[src/rtl/axi_lite_cmd_master.sv]
// Single-outstanding AXI4-Lite master driven by a simple command/response port.
// A per-transaction watchdog turns a stuck slave into an error response (RESP=2'b10).
module axi_lite_cmd_master #(
  parameter int C_M00_AXI_DATA_WIDTH = 32,
  parameter int C_M00_AXI_ADDR_WIDTH = 14,
  parameter int C_TIMEOUT            = 1024
) (
  input  logic                                m00_axi_aclk,
  input  logic                                m00_axi_aresetn,

  input  logic                                cmd_valid,
  output logic                                cmd_ready,
  input  logic                                cmd_write,
  input  logic [C_M00_AXI_ADDR_WIDTH-1:0]     cmd_addr,
  input  logic [C_M00_AXI_DATA_WIDTH-1:0]     cmd_wdata,
  input  logic [C_M00_AXI_DATA_WIDTH/8-1:0]   cmd_wstrb,

  output logic                                rsp_valid,
  input  logic                                rsp_ready,
  output logic [C_M00_AXI_DATA_WIDTH-1:0]     rsp_rdata,
  output logic [1:0]                          rsp_resp,
  output logic                                rsp_timeout,

  output logic [C_M00_AXI_ADDR_WIDTH-1:0]     m00_axi_awaddr,
  output logic [2:0]                          m00_axi_awprot,
  output logic                                m00_axi_awvalid,
  input  logic                                m00_axi_awready,

  output logic [C_M00_AXI_DATA_WIDTH-1:0]     m00_axi_wdata,
  output logic [C_M00_AXI_DATA_WIDTH/8-1:0]   m00_axi_wstrb,
  output logic                                m00_axi_wvalid,
  input  logic                                m00_axi_wready,

  input  logic [1:0]                          m00_axi_bresp,
  input  logic                                m00_axi_bvalid,
  output logic                                m00_axi_bready,

  output logic [C_M00_AXI_ADDR_WIDTH-1:0]     m00_axi_araddr,
  output logic [2:0]                          m00_axi_arprot,
  output logic                                m00_axi_arvalid,
  input  logic                                m00_axi_arready,

  input  logic [C_M00_AXI_DATA_WIDTH-1:0]     m00_axi_rdata,
  input  logic [1:0]                          m00_axi_rresp,
  input  logic                                m00_axi_rvalid,
  output logic                                m00_axi_rready
);

  localparam int DW = C_M00_AXI_DATA_WIDTH;
  localparam int AW = C_M00_AXI_ADDR_WIDTH;
  localparam int SW = DW / 8;
  localparam int CW = (C_TIMEOUT > 1) ? $clog2(C_TIMEOUT + 1) : 1;
  localparam bit TO_EN = (C_TIMEOUT > 0);
  localparam logic [CW-1:0] TO_LAST = (C_TIMEOUT > 0) ? CW'(C_TIMEOUT - 1) : '0;

  // state          | meaning
  // S_IDLE         | waiting for a command, cmd_ready high
  // S_WR_ADDR_DATA | AW and W offered independently until both handshake
  // S_WR_RESP      | waiting for B
  // S_RD_ADDR      | AR offered
  // S_RD_DATA      | waiting for R
  // S_RSP          | response held until rsp_ready
  typedef enum logic [2:0] {
    S_IDLE, S_WR_ADDR_DATA, S_WR_RESP, S_RD_ADDR, S_RD_DATA, S_RSP
  } state_t;

  state_t          state_q, state_d;
  logic [AW-1:0]   addr_q, addr_d;
  logic [DW-1:0]   wdata_q, wdata_d;
  logic [SW-1:0]   wstrb_q, wstrb_d;
  logic            write_q, write_d;
  logic            awvalid_q, awvalid_d;
  logic            wvalid_q, wvalid_d;
  logic            arvalid_q, arvalid_d;
  logic [CW-1:0]   cnt_q, cnt_d;
  logic [DW-1:0]   rdata_q, rdata_d;
  logic [1:0]      resp_q, resp_d;
  logic            timeout_q, timeout_d;
  logic            busy;
  logic            aw_done, w_done;

  always_ff @(posedge m00_axi_aclk or negedge m00_axi_aresetn) begin
    if (!m00_axi_aresetn) begin
      state_q   <= S_IDLE;
      addr_q    <= '0;
      wdata_q   <= '0;
      wstrb_q   <= '0;
      write_q   <= 1'b0;
      awvalid_q <= 1'b0;
      wvalid_q  <= 1'b0;
      arvalid_q <= 1'b0;
      cnt_q     <= '0;
      rdata_q   <= '0;
      resp_q    <= 2'b00;
      timeout_q <= 1'b0;
    end else begin
      state_q   <= state_d;
      addr_q    <= addr_d;
      wdata_q   <= wdata_d;
      wstrb_q   <= wstrb_d;
      write_q   <= write_d;
      awvalid_q <= awvalid_d;
      wvalid_q  <= wvalid_d;
      arvalid_q <= arvalid_d;
      cnt_q     <= cnt_d;
      rdata_q   <= rdata_d;
      resp_q    <= resp_d;
      timeout_q <= timeout_d;
    end
  end

  // A channel counts as done once its valid has already dropped or handshakes now.
  assign aw_done = !awvalid_q || m00_axi_awready;
  assign w_done  = !wvalid_q  || m00_axi_wready;

  always_comb begin
    state_d   = state_q;
    addr_d    = addr_q;
    wdata_d   = wdata_q;
    wstrb_d   = wstrb_q;
    write_d   = write_q;
    awvalid_d = awvalid_q;
    wvalid_d  = wvalid_q;
    arvalid_d = arvalid_q;
    cnt_d     = cnt_q;
    rdata_d   = rdata_q;
    resp_d    = resp_q;
    timeout_d = timeout_q;
    busy      = 1'b0;

    case (state_q)
      S_IDLE: begin
        if (cmd_valid) begin
          addr_d    = cmd_addr;
          wdata_d   = cmd_wdata;
          wstrb_d   = cmd_wstrb;
          write_d   = cmd_write;
          cnt_d     = '0;
          timeout_d = 1'b0;
          if (cmd_write) begin
            state_d   = S_WR_ADDR_DATA;
            awvalid_d = 1'b1;
            wvalid_d  = 1'b1;
          end else begin
            state_d   = S_RD_ADDR;
            arvalid_d = 1'b1;
          end
        end
      end
      S_WR_ADDR_DATA: begin
        busy = 1'b1;
        if (awvalid_q && m00_axi_awready) awvalid_d = 1'b0;
        if (wvalid_q && m00_axi_wready)   wvalid_d  = 1'b0;
        if (aw_done && w_done) state_d = S_WR_RESP;
      end
      S_WR_RESP: begin
        busy = 1'b1;
        if (m00_axi_bvalid) begin
          resp_d  = m00_axi_bresp;
          rdata_d = '0;
          state_d = S_RSP;
        end
      end
      S_RD_ADDR: begin
        busy = 1'b1;
        if (m00_axi_arready) begin
          arvalid_d = 1'b0;
          state_d   = S_RD_DATA;
        end
      end
      S_RD_DATA: begin
        busy = 1'b1;
        if (m00_axi_rvalid) begin
          resp_d  = m00_axi_rresp;
          rdata_d = m00_axi_rdata;
          state_d = S_RSP;
        end
      end
      S_RSP: begin
        if (rsp_ready) state_d = S_IDLE;
      end
      default: state_d = S_IDLE;
    endcase

    if (busy) cnt_d = cnt_q + 1'b1;

    // Watchdog abort wins over any handshake in the same cycle.
    if (busy && TO_EN && (cnt_q == TO_LAST)) begin
      state_d   = S_RSP;
      awvalid_d = 1'b0;
      wvalid_d  = 1'b0;
      arvalid_d = 1'b0;
      rdata_d   = '0;
      resp_d    = 2'b10;
      timeout_d = 1'b1;
    end
  end

  assign cmd_ready       = (state_q == S_IDLE) && m00_axi_aresetn;
  assign rsp_valid       = (state_q == S_RSP);
  assign rsp_rdata       = rdata_q;
  assign rsp_resp        = resp_q;
  assign rsp_timeout     = timeout_q;

  assign m00_axi_awaddr  = addr_q;
  assign m00_axi_awprot  = 3'b000;
  assign m00_axi_awvalid = awvalid_q;
  assign m00_axi_wdata   = wdata_q;
  assign m00_axi_wstrb   = wstrb_q;
  assign m00_axi_wvalid  = wvalid_q;
  assign m00_axi_bready  = (state_q == S_WR_RESP) && write_q;
  assign m00_axi_araddr  = addr_q;
  assign m00_axi_arprot  = 3'b000;
  assign m00_axi_arvalid = arvalid_q;
  assign m00_axi_rready  = (state_q == S_RD_DATA) && !write_q;

endmodule

[config.mk]
export PLATFORM = sky130hd
export DESIGN_NAME = axi_lite_cmd_master
export DESIGN_NICKNAME = d
export VERILOG_FILES = /design/src/rtl/axi_lite_cmd_master.sv
export SDC_FILE = /design/constraint.sdc
export NUM_CORES = 1
export LEC_CHECK = 0
export BUFFER_PORTS_ARGS = -buffer_cell sky130_fd_sc_hd__buf_4
export CORE_MARGIN = 4
export CORE_UTILIZATION = 40
export DETAILED_ROUTE_END_ITERATION = 8
export GPL_TIMING_DRIVEN = 0
export HOLD_SLACK_MARGIN = 0.1
export PLACE_DENSITY = 0.7
export SYNTH_ARGS = -nofsm -noshare
export SYNTH_HDL_FRONTEND = slang
export SYNTH_SLANG_ARGS = --single-unit
[constraint.sdc]
create_clock -name m00_axi_aclk -period 3.4 [get_ports m00_axi_aclk]
set_clock_uncertainty 0.15 [all_clocks]
set_input_delay 0.68 -clock m00_axi_aclk [delete_from_list [all_inputs] [get_ports m00_axi_aclk]]
set_output_delay 0.68 -clock m00_axi_aclk [all_outputs]
set_load 0.05 [all_outputs]
==> results.md <==
- Setup TNS: 0 ps
- RePlAce Congestion: a little over 0.8
- CP max stage delay: approximately 660 ps
- CTS root buffer: clkbuf_16
- Antenna Cells: 0
- WL final: 12700 um
- Fin crit share: slightly below 80%
- Seq cells post-synth: 103
- Via-per-instance ratio: between 4 and 5
- Die ar.: approximately 13000 um^2
- Synth Instances: about 500
- Worst slew margin: 37.3%
- Post-CTS Setup Bufs: 0
- CTS sink cnt: 103
- Crit Path Class: in -> out
- GRT Total Usage: approximately a fifth
- Combinational fraction of design power: between 50% and 60%
- Number of CTS-inserted buffers: 9
- Crit path required time: 2570 ps
- Initial Utilization: around 41%
- Sequential area share after synthesis: between 50% and 60%
- Least-Margin Pin Slew: between 900 and 1000 ps
- CTS Hold Bufs: 0
- Leak: roughly 3.5 nW
- Clock Tree Buf Depth: 2
- Final worst path period need: between 2000 and 3000 ps
- Io pins: approximately 210
- Core area: about 11000 um^2
- Max-Cap Viols: 0
- Fraction of registers with async set/reset: 100%
- Synth warn: 0
- Final setup fails: 0
- Share of layout cells above drive strength 1: between 30% and 40%
- Area grow syn2layout: 45.0%
- Pint: approximately 0.0038 W
- Cts repair resizes: 0
- CTS H-tree lvls: 3
- Reg2Reg Launch Point: cnt_q[0]
- R2R depth: 7
- Largest area contributor in the netlist: dfrtp_1
- Worst Setup Start Kind: input pin
- Reg2reg end: rsp_rdata[19]
- Clk_lat worst skew: ~340 ps
- Fill count: around 960
- Worst-path clk slew: 60 ps
- Top FF cell, synth: dfrtp_1
- Yosys top cell area share: 57.1%
- Largest net degree at the start of global routing: between 100 and 150
- Worst-path cell chain: buf_6 -> and2_1 -> buf_4
- Peak supply drop: 761 uV
- FP Rows: 38
- Syn Area/Cell: roughly 9.3 um^2
- Crit path DAT: 1810 ps
- Switching Share: 50.9%
- Synth top area cells: dfrtp_1 (57%), nand2_1 (14%), a22oi_1 (5.3%)
- Vias in the first global route: between 4000 and 5000
- Global route overflow: 0
- Die Y: approximately 110 um
- Chip width: about 110 um
- Initial antenna violation count: 0
- Portion of total power attributed to sequential cells: a little over a quarter
- DRT antenna net count: 0
- First-pass DRT Iterations: 4
- Cell with the most instances after synthesis: nand2_1
- Max Fclk: 0.379 GHz
- Status: complete, no violations
- Pwr Total: approximately 0.0078 W
- Sw Pwr: ~0.004 W
- EDFF count, synth: 0
- Final instance area: 6550 um^2
- Fin nets: 800
- HPWL after DPL: just under 10000 um
- Top post-synthesis cells by count: nand2_1 (172), dfrtp_1 (103), nor2_1 (47)
- RSZ-0062 raised after global routing: no
- Synth cell types: 42
- Worst path bufs/invs: 2
- Crit path max fanout: ~100
- Final Hold Viols: 0
- Initial DRC count: approximately 180
- Pins Over Slew Limit: 0
- Cell family with most CP delay: buffers and inverters
- DRC: 0
- Cell Pwr Density: 1200 nW/um^2
- First-pass GRT wire length: slightly above 20000 um
- Worst reg2reg setup slack: just over 900 ps
- Placed cell areas: 6220 um^2
- CP Capture Type: output port
- Via count: 4065
- WL/cell: 15.0 um
- Mapped Area: ~4500 um^2
- CTS tree: yes
- Clk pwr share: about 14%
- Critical-path cell with the highest stage delay: buf_6
- Hold Crit Class: in -> async
- Port bufs: 201
-- per-layer routing --
metal,vias up,global-route usage (%),wire (um)
li1,2010,-,-
met1,1864,24.6,5450
met2,177,31.5,5860
met3,14,5.76,1230
met4,0,5.54,160
met5,-,0,0
-- final cells by class --
class / count / area [um^2] / area share, %
Sequential cell: 103 / 2580 / 39.4
Multi-Input combinational cell: 334 / 1650 / 25.2
Tap cell: 140 / 175 / 2.68
Timing Repair Buffer: 201 / 1510 / 23.1
Inverter: 3 / 11.3 / 0.172
Clock buffer: 11 / 243 / 3.71
Buffer: 51 / 297 / 4.53
Clock inverter: 5 / 81.3 / 1.24
-- kinds of logic after synthesis --
logic type                 after synthesis  share of synthesized area, %
DFF                                    103                          57.1
other                                    1                        0.0830
and+or+nand+nor                        259                          24.7
AOI/OAI and AO/OA                       58                          9.06
buffers and inverters                   54                          6.82
adders and majority gates                1                         0.277
xor gates and xnor gates                 7                          1.36
muxes                                    3                         0.665
-- how the worst max path moves through the flow --
| stage | from | to | slack (ps) | cells after the start |
|---|---|---|---|---|
| global placement | m00_axi_aresetn | cmd_ready | 410 | 3 |
| CTS | m00_axi_aresetn | cmd_ready | 390 | 3 |
| global route | m00_axi_aresetn | cmd_ready | 590 | 3 |
| detailed placement | m00_axi_aresetn | cmd_ready | 380 | 3 |
| finish | m00_axi_aresetn | cmd_ready | 760 | 3 |
| floorplan | state_q[2] | m00_axi_bready | 190 | 3 |
-- sequential cells by signal, indices dropped and copies added (netlist names) --
name and count:
state_q 3, m00_axi_wvalid 1, m00_axi_araddr 14, rsp_resp 2, rsp_rdata 32, rsp_timeout 1, cnt_q 11, write_q 1
m00_axi_wdata 32, m00_axi_arvalid 1, m00_axi_wstrb 4, m00_axi_awvalid 1
-- worst reg2reg max path, cell delays in order, from the launching register on --
cell and delay, ps:
dfrtp_1 410, ha_1 210, nand3_1 240, nor4_1 610, and2_1 210, buf_2 190
buf_2 260, nor2_1 80
-- stage by stage --
stage          hold slack [ps]  setup slack [ps]  util [%]  instances
3_5_place_dp               316               385      56.9        832
5_1_grt                    337               592      59.9        848
3_3_place_gp               310               406      56.9        832
2_1_floorplan              234               191         -        491
4_1_cts                    333               390      59.8        848
6_report                   311               760      59.9        848
-- cells in the final DEF, fill, tap and decap left out, types with 2 or more instances in the layout --
master     synthesis  layout
buf_4             22     222
nand2_1          172     172
dfrtp_1          103     103
nor2_1            47      47
a22oi_1           32      32
buf_2             18      18
clkbuf_1          11      12
clkbuf_16          0       9
a21oi_1            8       8
xnor2_1            6       6
conb_1             1       6
nand3_1            5       5
o21ai_0            5       5
nor2b_1            4       4
and2_1             4       4
nor4_1             4       4
inv_1              3       3
nor4b_1            3       3
nor3_1             3       3
mux2i_1            3       3
o311ai_0           3       3
nor3b_2            2       2
nand4_1            2       2
nor4b_2            2       2
nand2b_1           2       2
a31oi_1            2       2
and3_1             2       2
or3_1              2       2
bufinv_16          0       2
-- power by group through the flow --
stage	clock network [W]	registers [W]	logic, W
2_1_floorplan	0	0.00378	0.00155
4_1_cts	0.00113	0.00213	0.00465
3_5_place_dp	0	0.00214	0.00465
3_3_place_gp	0	0.00212	0.00458
5_1_grt	0.00119	0.00221	0.00490
6_report	0.00110	0.00213	0.00461
No activity file was read; power rests on OpenSTA's default activity.
